$ cat src/rtl/mat_pkg.sv
// Shared definitions for the matrix storage port arbiters.
// Holds the arbiter state encoding, default index/data widths, the largest
// supported storage read latency and the widths derived from it.
package mat_pkg;

  typedef enum logic [1:0] {
    S_IDLE  = 2'd0,
    S_ISSUE = 2'd1,
    S_WAIT  = 2'd2,
    S_RESP  = 2'd3
  } state_t;

  localparam int DIM_WIDTH_DEF  = 3;
  localparam int DATA_WIDTH_DEF = 8;
  localparam int RD_LAT_MAX     = 4;

  // Requester index width; covers up to four requesters.
  localparam int GID_WIDTH = 2;
  // Latency counter width; must hold RD_LAT_MAX.
  localparam int CNT_WIDTH = $clog2(RD_LAT_MAX + 1);

endpackage

$ cat src/rtl/rr_pick.sv
// Combinational round-robin picker.
// Ports:
//   req    - request vector, one bit per requester
//   mask   - requesters excluded from this pick
//   ptr    - last granted index; the search starts at ptr+1 and wraps
//   winner - index of the first eligible requester found
//   found  - at least one requester is eligible
module rr_pick
  import mat_pkg::*;
#(
  parameter int N = 3
) (
  input  logic [N-1:0]         req,
  input  logic [N-1:0]         mask,
  input  logic [GID_WIDTH-1:0] ptr,
  output logic [GID_WIDTH-1:0] winner,
  output logic                 found
);

  logic [N-1:0]   elig;
  logic [2*N-1:0] dbl;
  logic [N-1:0]   rot;

  assign elig = req & ~mask;
  assign dbl  = {elig, elig};

  // Rotate so that bit 0 of rot is requester ptr+1; the lowest set bit of
  // rot is then the round-robin winner.
  always_comb begin
    rot    = N'(dbl >> (32'(ptr) + 32'd1));
    found  = 1'b0;
    winner = ptr;
    for (int j = 0; j < N; j++) begin
      if (!found && rot[j]) begin
        found  = 1'b1;
        winner = GID_WIDTH'((32'(ptr) + 32'd1 + 32'(j)) % N);
      end
    end
  end

endmodule

$ cat src/rtl/mat_rd_arb.sv
// Round-robin arbiter and sequencer for the single-port matrix storage read
// interface. Requesters raise req_rd_en with a slot/row/col address; each
// granted read is issued to storage as one mem_rd_en strobe and the element
// comes back on rsp_elem with a one-cycle pulse on the owner's rsp_valid bit.
// Ports:
//   clk, rst_n          - clock, asynchronous active-low reset
//   req_rd_en/slot/     - per-requester request level and address
//   req_row/req_col       (row/col packed DIM_WIDTH per requester)
//   rsp_elem, rsp_valid - returned element and one-hot owner pulse
//   mem_rd_en, mem_slot,
//   mem_row, mem_col    - storage read strobe and address
//   mem_rdata           - storage data, valid RD_LAT cycles after the strobe
//   busy                - a transaction is in flight
//   grant_id            - current or last granted requester
module mat_rd_arb
  import mat_pkg::*;
#(
  parameter int NUM_REQ    = 3,
  parameter int DIM_WIDTH  = DIM_WIDTH_DEF,
  parameter int DATA_WIDTH = DATA_WIDTH_DEF,
  parameter int RD_LAT     = 1
) (
  input  logic                           clk,
  input  logic                           rst_n,
  input  logic [NUM_REQ-1:0]             req_rd_en,
  input  logic [NUM_REQ-1:0]             req_slot,
  input  logic [NUM_REQ*DIM_WIDTH-1:0]   req_row,
  input  logic [NUM_REQ*DIM_WIDTH-1:0]   req_col,
  output logic [DATA_WIDTH-1:0]          rsp_elem,
  output logic [NUM_REQ-1:0]             rsp_valid,
  output logic                           mem_rd_en,
  output logic                           mem_slot,
  output logic [DIM_WIDTH-1:0]           mem_row,
  output logic [DIM_WIDTH-1:0]           mem_col,
  input  logic [DATA_WIDTH-1:0]          mem_rdata,
  output logic                           busy,
  output logic [GID_WIDTH-1:0]           grant_id
);

  state_t                 state;
  state_t                 next_state;
  logic [CNT_WIDTH-1:0]   cnt;
  logic [NUM_REQ-1:0]     mask;
  logic [GID_WIDTH-1:0]   win;
  logic                   found;
  logic                   last_wait;

  // grant_id doubles as the round-robin pointer: it resets to NUM_REQ-1 so
  // the first search starts at requester 0.
  rr_pick #(.N(NUM_REQ)) u_pick (
    .req    (req_rd_en),
    .mask   (mask),
    .ptr    (grant_id),
    .winner (win),
    .found  (found)
  );

  assign last_wait = (state == S_WAIT) && (cnt == CNT_WIDTH'(1));

  always_ff @(posedge clk or negedge rst_n) begin
    if (!rst_n) state <= S_IDLE;
    else        state <= next_state;
  end

  always_comb begin
    next_state = state;
    case (state)
      S_IDLE:  if (found) next_state = S_ISSUE;
      S_ISSUE: next_state = S_WAIT;
      S_WAIT:  if (cnt == CNT_WIDTH'(1)) next_state = S_RESP;
      S_RESP:  next_state = S_IDLE;
      default: next_state = S_IDLE;
    endcase
  end

  always_ff @(posedge clk or negedge rst_n) begin
    if (!rst_n) begin
      mem_rd_en <= 1'b0;
      mem_slot  <= 1'b0;
      mem_row   <= '0;
      mem_col   <= '0;
      rsp_elem  <= '0;
      rsp_valid <= '0;
      busy      <= 1'b0;
      grant_id  <= GID_WIDTH'(NUM_REQ - 1);
      cnt       <= '0;
      mask      <= '0;
    end else begin
      mem_rd_en <= 1'b0;
      rsp_valid <= '0;
      busy      <= (next_state != S_IDLE);

      if (state == S_IDLE && found) begin
        grant_id  <= win;
        mem_slot  <= req_slot[win];
        mem_row   <= req_row[int'(win)*DIM_WIDTH +: DIM_WIDTH];
        mem_col   <= req_col[int'(win)*DIM_WIDTH +: DIM_WIDTH];
        mem_rd_en <= 1'b1;
      end

      if (state == S_ISSUE) cnt <= CNT_WIDTH'(RD_LAT);
      else if (state == S_WAIT) cnt <= cnt - 1'b1;

      if (last_wait) begin
        rsp_elem  <= mem_rdata;
        rsp_valid <= NUM_REQ'(1) << grant_id;
      end

      // The requester just served sits out exactly one IDLE cycle so it can
      // move to its next address while still holding rd_en.
      if (state == S_RESP)      mask <= NUM_REQ'(1) << grant_id;
      else if (state == S_IDLE) mask <= '0;
    end
  end

endmodule
$ cat config.mk
export PLATFORM = sky130hd
export DESIGN_NAME = mat_rd_arb
export DESIGN_NICKNAME = d
export VERILOG_FILES = /design/src/rtl/mat_pkg.sv /design/src/rtl/rr_pick.sv /design/src/rtl/mat_rd_arb.sv
export SDC_FILE = /design/constraint.sdc
export NUM_CORES = 1
export LEC_CHECK = 0
export CAP_MARGIN = 20
export CORE_MARGIN = 3
export CORE_UTILIZATION = 49
export DETAILED_ROUTE_END_ITERATION = 6
export GPL_TIMING_DRIVEN = 0
export MAX_ROUTING_LAYER = met4
export PLACE_DENSITY = 0.85
export SLEW_MARGIN = 20
export SYNTH_ARGS = -nofsm -noshare
export SYNTH_HDL_FRONTEND = slang
export SYNTH_HIERARCHICAL = 1
export SYNTH_SLANG_ARGS = --single-unit
$ cat constraint.sdc
create_clock -name clk -period 3.3 [get_ports clk]
set_input_delay 0.66 -clock clk [delete_from_list [all_inputs] [get_ports clk]]
set_output_delay 0.66 -clock clk [all_outputs]
set_load 0.02 [all_outputs]
# After elaboration in Yosys (flattened, before gate mapping)
# Cells that the tools add are included.
# Widths: inputs -> output; s select.
[op_classes]
n_addsub = 4
n_reduce_logical = 10
multipliers = 1
n_eq_ne = 4
n_shift = 4
bitwise_logic = 2
mux = 17
div_mod_pow = 3
n_lt_le_gt_ge = 1
[op_table]
columns = ["operator", "n"]
rows = [
  ["$mod 32x2->32 const B", 3],
  ["$add 32x1->32 const B", 1],
  ["$add 32x2->32 const B", 1],
  ["$shiftx 9x32->3", 1],
  ["$shr 6x32->3", 1],
  ["$mux 3", 5],
  ["$mux 2", 5],
  ["$shiftx 9x5->3", 1],
  ["$pmux 2 s4", 1],
  ["$reduce_bool 2->1", 3],
  ["$mux 1", 5],
  ["$eq 2x2->1 const B", 2],
  ["$logic_and 1x1->1", 4],
  ["$mul 2x2->4 const B", 1],
  ["$add 2x1->3 const B", 1],
  ["$and 3x3->3", 1],
  ["$eq 3x1->1 const B", 1],
  ["$lt 2x3->1 const B", 1],
  ["$not 3->3", 1],
  ["$shl 1x2->3 const A", 1],
  ["$sub 3x1->3 const B", 1],
  ["$bmux 1 s2", 1],
  ["$eq 2x1->1 const B", 1],
  ["$logic_not 1->1", 2],
  ["$logic_not 2->1", 1],
]
[totals]
mem_bits_ro = 0
regBits = 30
ram_bits = 0
memories = 0
output_inout_bits = 22
latch_bits = 0

# Depth between registers and ports, before layout
# Gate-level depths: netlist of run 1.
[depth]
ltp_word = 13
ltp_mapped = 12

# Cells and area by module
# The synthesis of run 1 kept the hierarchy.
[modules_own_cells]
columns = ["mod", "seq_area_each_um2", "cells_per_inst", "n_inst", "area_per_inst_um2"]
rows = [
  ["mat_rd_arb", 752.0, 121, 1, 1376.3],
  ["rr_pick", 0.0, 47, 1, 316.6],
]

# Worst setup path after synthesis of run 1
# Ideal clock, no wire load.
[synth_timing]
kind = "register -> register"
start = "reg grant_id[0]"
end = "reg mem_col[0]"
n_path_buf = 2
t_arrival_ns = 2.268
required_time_ns = 3.218
synth_period_minus_slack_ns = 2.350
stages_incl_launch_ff = 11
setup_slack_ns = 0.950
path_cell_list = "dfrtp_1 buf_2 inv_2 ha_1 o311ai_0 o31ai_1 o22a_1 buf_6 and2b_1 nand2_1 a31oi_1"
[synth_between]
elab_chain_len = 11
elab_cells_between_ends = 20
cone_classes = "3 x add/sub; 1 x mul; 3 x div; 2 x shift; 6 x mux; 5 x reduce/logical"
[synth_rtl]
columns = ["item", "line_no", "text"]
rows = [
  ["start: declaration", "mat_rd_arb.sv:37", "output logic [GID_WIDTH-1:0] grant_id"],
  ["start signal: assignment", "mat_rd_arb.sv:85", "grant_id <= GID_WIDTH'(NUM_REQ - 1);"],
  ["start signal: assignment", "mat_rd_arb.sv:94", "grant_id <= win;"],
  ["parallel branches: the longest is 8 deep, another holds $add 32x1->32", "n/a", ""],
  ["$mux 2 (*)", "rr_pick.sv:34", "if (!found && rot[j]) begin"],
  ["net win[0]", "mat_rd_arb.sv:44", "logic [GID_WIDTH-1:0] win;"],
  ["$mul 2x2->4 (*)", "mat_rd_arb.sv:97", "mem_col <= req_col[int'(win)*DIM_WIDTH +: DIM_WIDTH];"],
  ["$shiftx 9x5->3 (*)", "mat_rd_arb.sv:97", ""],
  ["end signal: assignment", "mat_rd_arb.sv:97", ""],
  ["end: declaration", "mat_rd_arb.sv:34", "output logic [DIM_WIDTH-1:0] mem_col,"],
]
# Mark *: on every way through the listed nets, which the timed path passes.
# A chain may end at the register's enable or synchronous reset.

# Worst setup path after layout of run 1
[layout_timing]
start = "in req_rd_en[0]"
end = "reg mem_row[0]"
[layout_between]
elab_chain_len = 11
elab_cells_between_ends = 15
cone_classes = "1 x mul; 2 x shift; 6 x mux; 1 x bitwise; 5 x reduce/logical"
[layout_rtl]
columns = ["item", "line_no", "text"]
rows = [
  ["start: declaration", "mat_rd_arb.sv:25", "input logic [NUM_REQ-1:0] req_rd_en,"],
  ["$and 3x3->3 (*)", "rr_pick.sv:24", "assign elig = req & ~mask;"],
  ["$shr 6x32->3 (*)", "rr_pick.sv:30", "rot = N'(dbl >> (32'(ptr) + 32'd1));"],
  ["$mux 1", "rr_pick.sv:34", ""],
  ["$logic_not 1->1", "rr_pick.sv:34", ""],
  ["$logic_and 1x1->1", "rr_pick.sv:34", ""],
  ["$mux 1", "rr_pick.sv:34", ""],
  ["$logic_not 1->1", "rr_pick.sv:34", ""],
  ["$logic_and 1x1->1", "rr_pick.sv:34", ""],
  ["$mux 2 (*)", "rr_pick.sv:34", ""],
  ["net win[1]", "mat_rd_arb.sv:44", ""],
  ["$mul 2x2->4 (*)", "mat_rd_arb.sv:96", "mem_row <= req_row[int'(win)*DIM_WIDTH +: DIM_WIDTH];"],
  ["$shiftx 9x32->3 (*)", "mat_rd_arb.sv:96", ""],
  ["end signal: assignment", "mat_rd_arb.sv:96", ""],
  ["end: declaration", "mat_rd_arb.sv:33", "output logic [DIM_WIDTH-1:0] mem_row,"],
]
# The timed path passes the listed nets; every way through them passes the cells marked *.

==> impl_metrics.csv, run 1 <==
group,metric,value,unit
detailed_routing,drt.antenna.violating_nets,0,
pwr,p_leak,1.01,nW
sta,fin_hold_ws,356,ps
die,core-area,3180,um^2
final_layout,multiInputGateArea,858,um^2
setup_path,cp.arrival,3180,ps
worst_hold_path,worstHoldPathType,"primary input to async pin",
setup_path,cp-start-kind,"primary input",
pwr,switchingPower,0.00108,W
outcome,status,"finished clean",
pwr,pwr-share-comb,62.4,%
yosys,synth.net_count,211,
setup_path,slowest_delay,590,ps
pwr,p_int,0.00145,W
clocking,ctsHoldBuffers,0,
setup_path,path_cells,"clkdlybuf4s50_1 -> nor2b_1 -> nor2_1 -> o21ai_0 -> o211ai_2 -> o22ai_1 -> and2b_1 -> nand2_1 -> a31oi_1",
clocking,clockBufferDepth,2,
detailed_routing,wire_per_inst,14.9,um
place,globalplace.congestion,0.975,
die,num_rows,20,
die,ios,56,
setup_path,critPathBufInv,1,
final_layout,nNetsFinal,273,
clocking,clkTransAtPathRegs,90,ps
detailed_routing,dr.pass1.iters,4,
place,post-dp-hpwl,3190,um
setup_path,startpoint,"req_rd_en[0]",
yosys,seq_area_frac_synth,44.4,%
pwr,ir_drop,0.000619,V
clocking,post_cts_buffers,0,
clocking,cts-root-buf,"clkbuf_4",
sta,setup_viol,0,
final_layout,diodes,0,
die,die_y,64.8,um
run,drv_cap,0,
pwr,switching_share,42.7,%
pwr,p_seq_share,26.3,%
setup_path,crit_type,"primary input to flop",
pwr,powerDensity,1070,nW/um^2
final_layout,n_fill_cell,238,
pwr,pwr-share-clk,11.3,%
clocking,htreeDepth,2,
setup_path,ff2ff_path_depth,10,
die,initial_core_util,53.3,%
die,die_w,64.8,um
yosys,synth.ff_latch_count,30,
sta,slew_headroom,50.4,%
final_layout,final_cell_mix,"clkdlybuf4s50_1, dfrtp_1, nand2_1",
clocking,clock_latency,320,ps
yosys,synth_cells,168,
detailed_routing,drc_errors,0,
global_route,antenna_found_initial,0,
sta,finalCritPeriodShare,89.0,%
sta,hold_viol,0,
final_layout,final_common_cell,"clkdlybuf4s50_1",
die,dieArea,4200,um^2
sta,fin_tns_setup,0,ps
clocking,cts.sinks,30,
setup_path,critPathSlowestCell,"o22ai_1",
sta,fmax,340,MHz
clocking,cts-resized-gates,0,
final_layout,register_area,752,um^2
global_route,grtUsageTotal,22.0,%
setup_path,crit_path_end_kind,"flop",
detailed_routing,routed_wl,4110,um
setup_path,reg2reg_slack,640,ps
setup_path,path_delay_family,"compound AO/OA/AOI/OAI gates",
detailed_routing,drt-initial-drc-count,149,
yosys,synthDistinctLibCells,39,
clocking,cts_buffers,5,
yosys,syn_area_per_cell,10.1,um^2
sta,min_period,2940,ps
setup_path,critPathRequiredTime,3550,ps
place,portBuffers,55,
global_route,grt_pass1_vias,1508,
setup_path,worstPathMaxFanout,9,
sta,grt_setup_unrepaired,"false",
global_route,grt_max_degree,31,
setup_path,reg2reg_from,"grant_id[0]",
global_route,grt_pass1_wl,6880,um
final_layout,drive_above_1_share,14.3,%
sta,tightest_slew,744,ps
yosys,synth_area,1690,um^2
detailed_routing,via_count,1453,
sta,finalMaxSlewViolations,0,
sta,skew,3.95,ps
final_layout,area_delta_synth_final,39.9,%
global_route,overflow,0,
detailed_routing,vias_per_cell,5.28,
yosys,yosysWarnings,6,
setup_path,reg2reg_to,"mem_row[0]",
clocking,cts_tree,"yes",
[logic make-up after synthesis]
logic type | share of synthesized area, %
AND/OR/NAND/NOR | 19.8
adder cells (fa/ha/maj) | 6.65
flip-flops | 44.4
multiplexers | 10.8
buffers and inverters | 4.88
AO/OA/AOI/OAI | 13.5
[how the worst max path moves through the flow]
stage,end,cells past startpoint
4_1_cts,mem_row[0],9
6_report,mem_row[0],9
5_1_grt,mem_col[0],9
2_1_floorplan,mem_col[0],10
3_3_place_gp,mem_row[0],9
3_5_place_dp,mem_row[0],9
[layer usage]
layer,part of all wire [%],vias up,wire length (um),track usage (%)
li1,-,705,-,-
met1,43,704,1770,25.6
met2,53,44,2180,38.2
met3,3.8,0,157,5.20
met4,0,0,0,5.28
met5,0,-,0,-
[stage by stage]
step | cells | cell area (um^2) | worst slack, ps | power (W) | utilization (%)
after CTS | 275 | 2370 | 475 | 0.00253 | 74.5
after floorplan | 168 | 1690 | 950 | 0.00172 | -
final | 275 | 2370 | 363 | 0.00253 | 74.5
after global placement | 267 | 2300 | 240 | 0.00217 | 72.3
after global routing | 275 | 2370 | 189 | 0.00272 | 74.5
after detailed placement | 267 | 2290 | 149 | 0.00224 | 72.2
[synth_stat cells (all sizes together)]
cell	number	area share (%)
or4b	1	0.81
nor3	3	0.89
o22a	1	0.52
dfstp	1	1.6
o31ai	3	2.1
buf	7	3.3
o2bb2ai	1	0.89
a31oi	7	2.6
or3b	1	0.52
ha	9	6.7
nor2	18	4.1
nand3	4	1.2
nand2	18	4.0
o31a	1	0.52
dfrtp	29	43
o211ai	2	1.2
mux2i	7	4.1
inv	7	1.6
o21ai	7	2.3
a211oi	1	0.44
a21oi	6	2.0
nor2b	5	1.8
nand3b	1	0.44
nand2b	6	2.2
and2b	1	0.44
or2	8	3.0
mux2	10	6.7
and2	1	0.37
o22ai	1	0.37
o311ai	1	0.52
[final cells by class]
class,instances,area share (%)
clock buffers,7,1.90
inverters,7,1.11
flip-flops and latches,30,31.7
plain buffers,7,2.38
repair buffers,55,23.0
well taps,44,2.32
clock inverters,1,1.27
multi-input cells,124,36.2
[flip-flops by register name (all words and copies together), names as in the netlist]
| name | flops |
|---|---|
| busy | 1 |
| state | 2 |
| mem_row | 3 |
| rsp_valid | 3 |
| mask | 3 |
| mem_rd_en | 1 |
| mem_col | 3 |
| grant_id | 2 |
| mem_slot | 1 |
| rsp_elem | 8 |
| cnt | 3 |
[worst register-to-register path: stages (launching register included)]
cell	delay (ps)
dfrtp_1	520
buf_2	270
inv_2	90
ha_1	240
o311ai_0	380
o31ai_1	150
o22a_1	190
buf_6	150
and2b_1	330
nand2_1	100
a31oi_1	180
[power by group through the flow]
stage / sequential [W] / combinational [W] / clock [W]
global route: 0.000695 / 0.00172 / 0.000310
CTS: 0.000669 / 0.00157 / 0.000290
detailed placement: 0.000675 / 0.00156 / 0
floorplan: 0.000805 / 0.000914 / 0
finish: 0.000666 / 0.00158 / 0.000285
global placement: 0.000662 / 0.00150 / 0
No activity file was read; power rests on OpenSTA's default activity.
==> inputs of run 2 (changes only) <==
--- a/config.mk
+++ b/config.mk
@@ -10,6 +10,7 @@
 export CORE_UTILIZATION = 49
 export DETAILED_ROUTE_END_ITERATION = 6
 export GPL_TIMING_DRIVEN = 0
+export HOLD_SLACK_MARGIN = 0.03
 export MAX_ROUTING_LAYER = met4
 export PLACE_DENSITY = 0.85
 export SLEW_MARGIN = 20
==> results of run 2 <==
The final DEF is identical to that of run 1; final timing and power are the same.
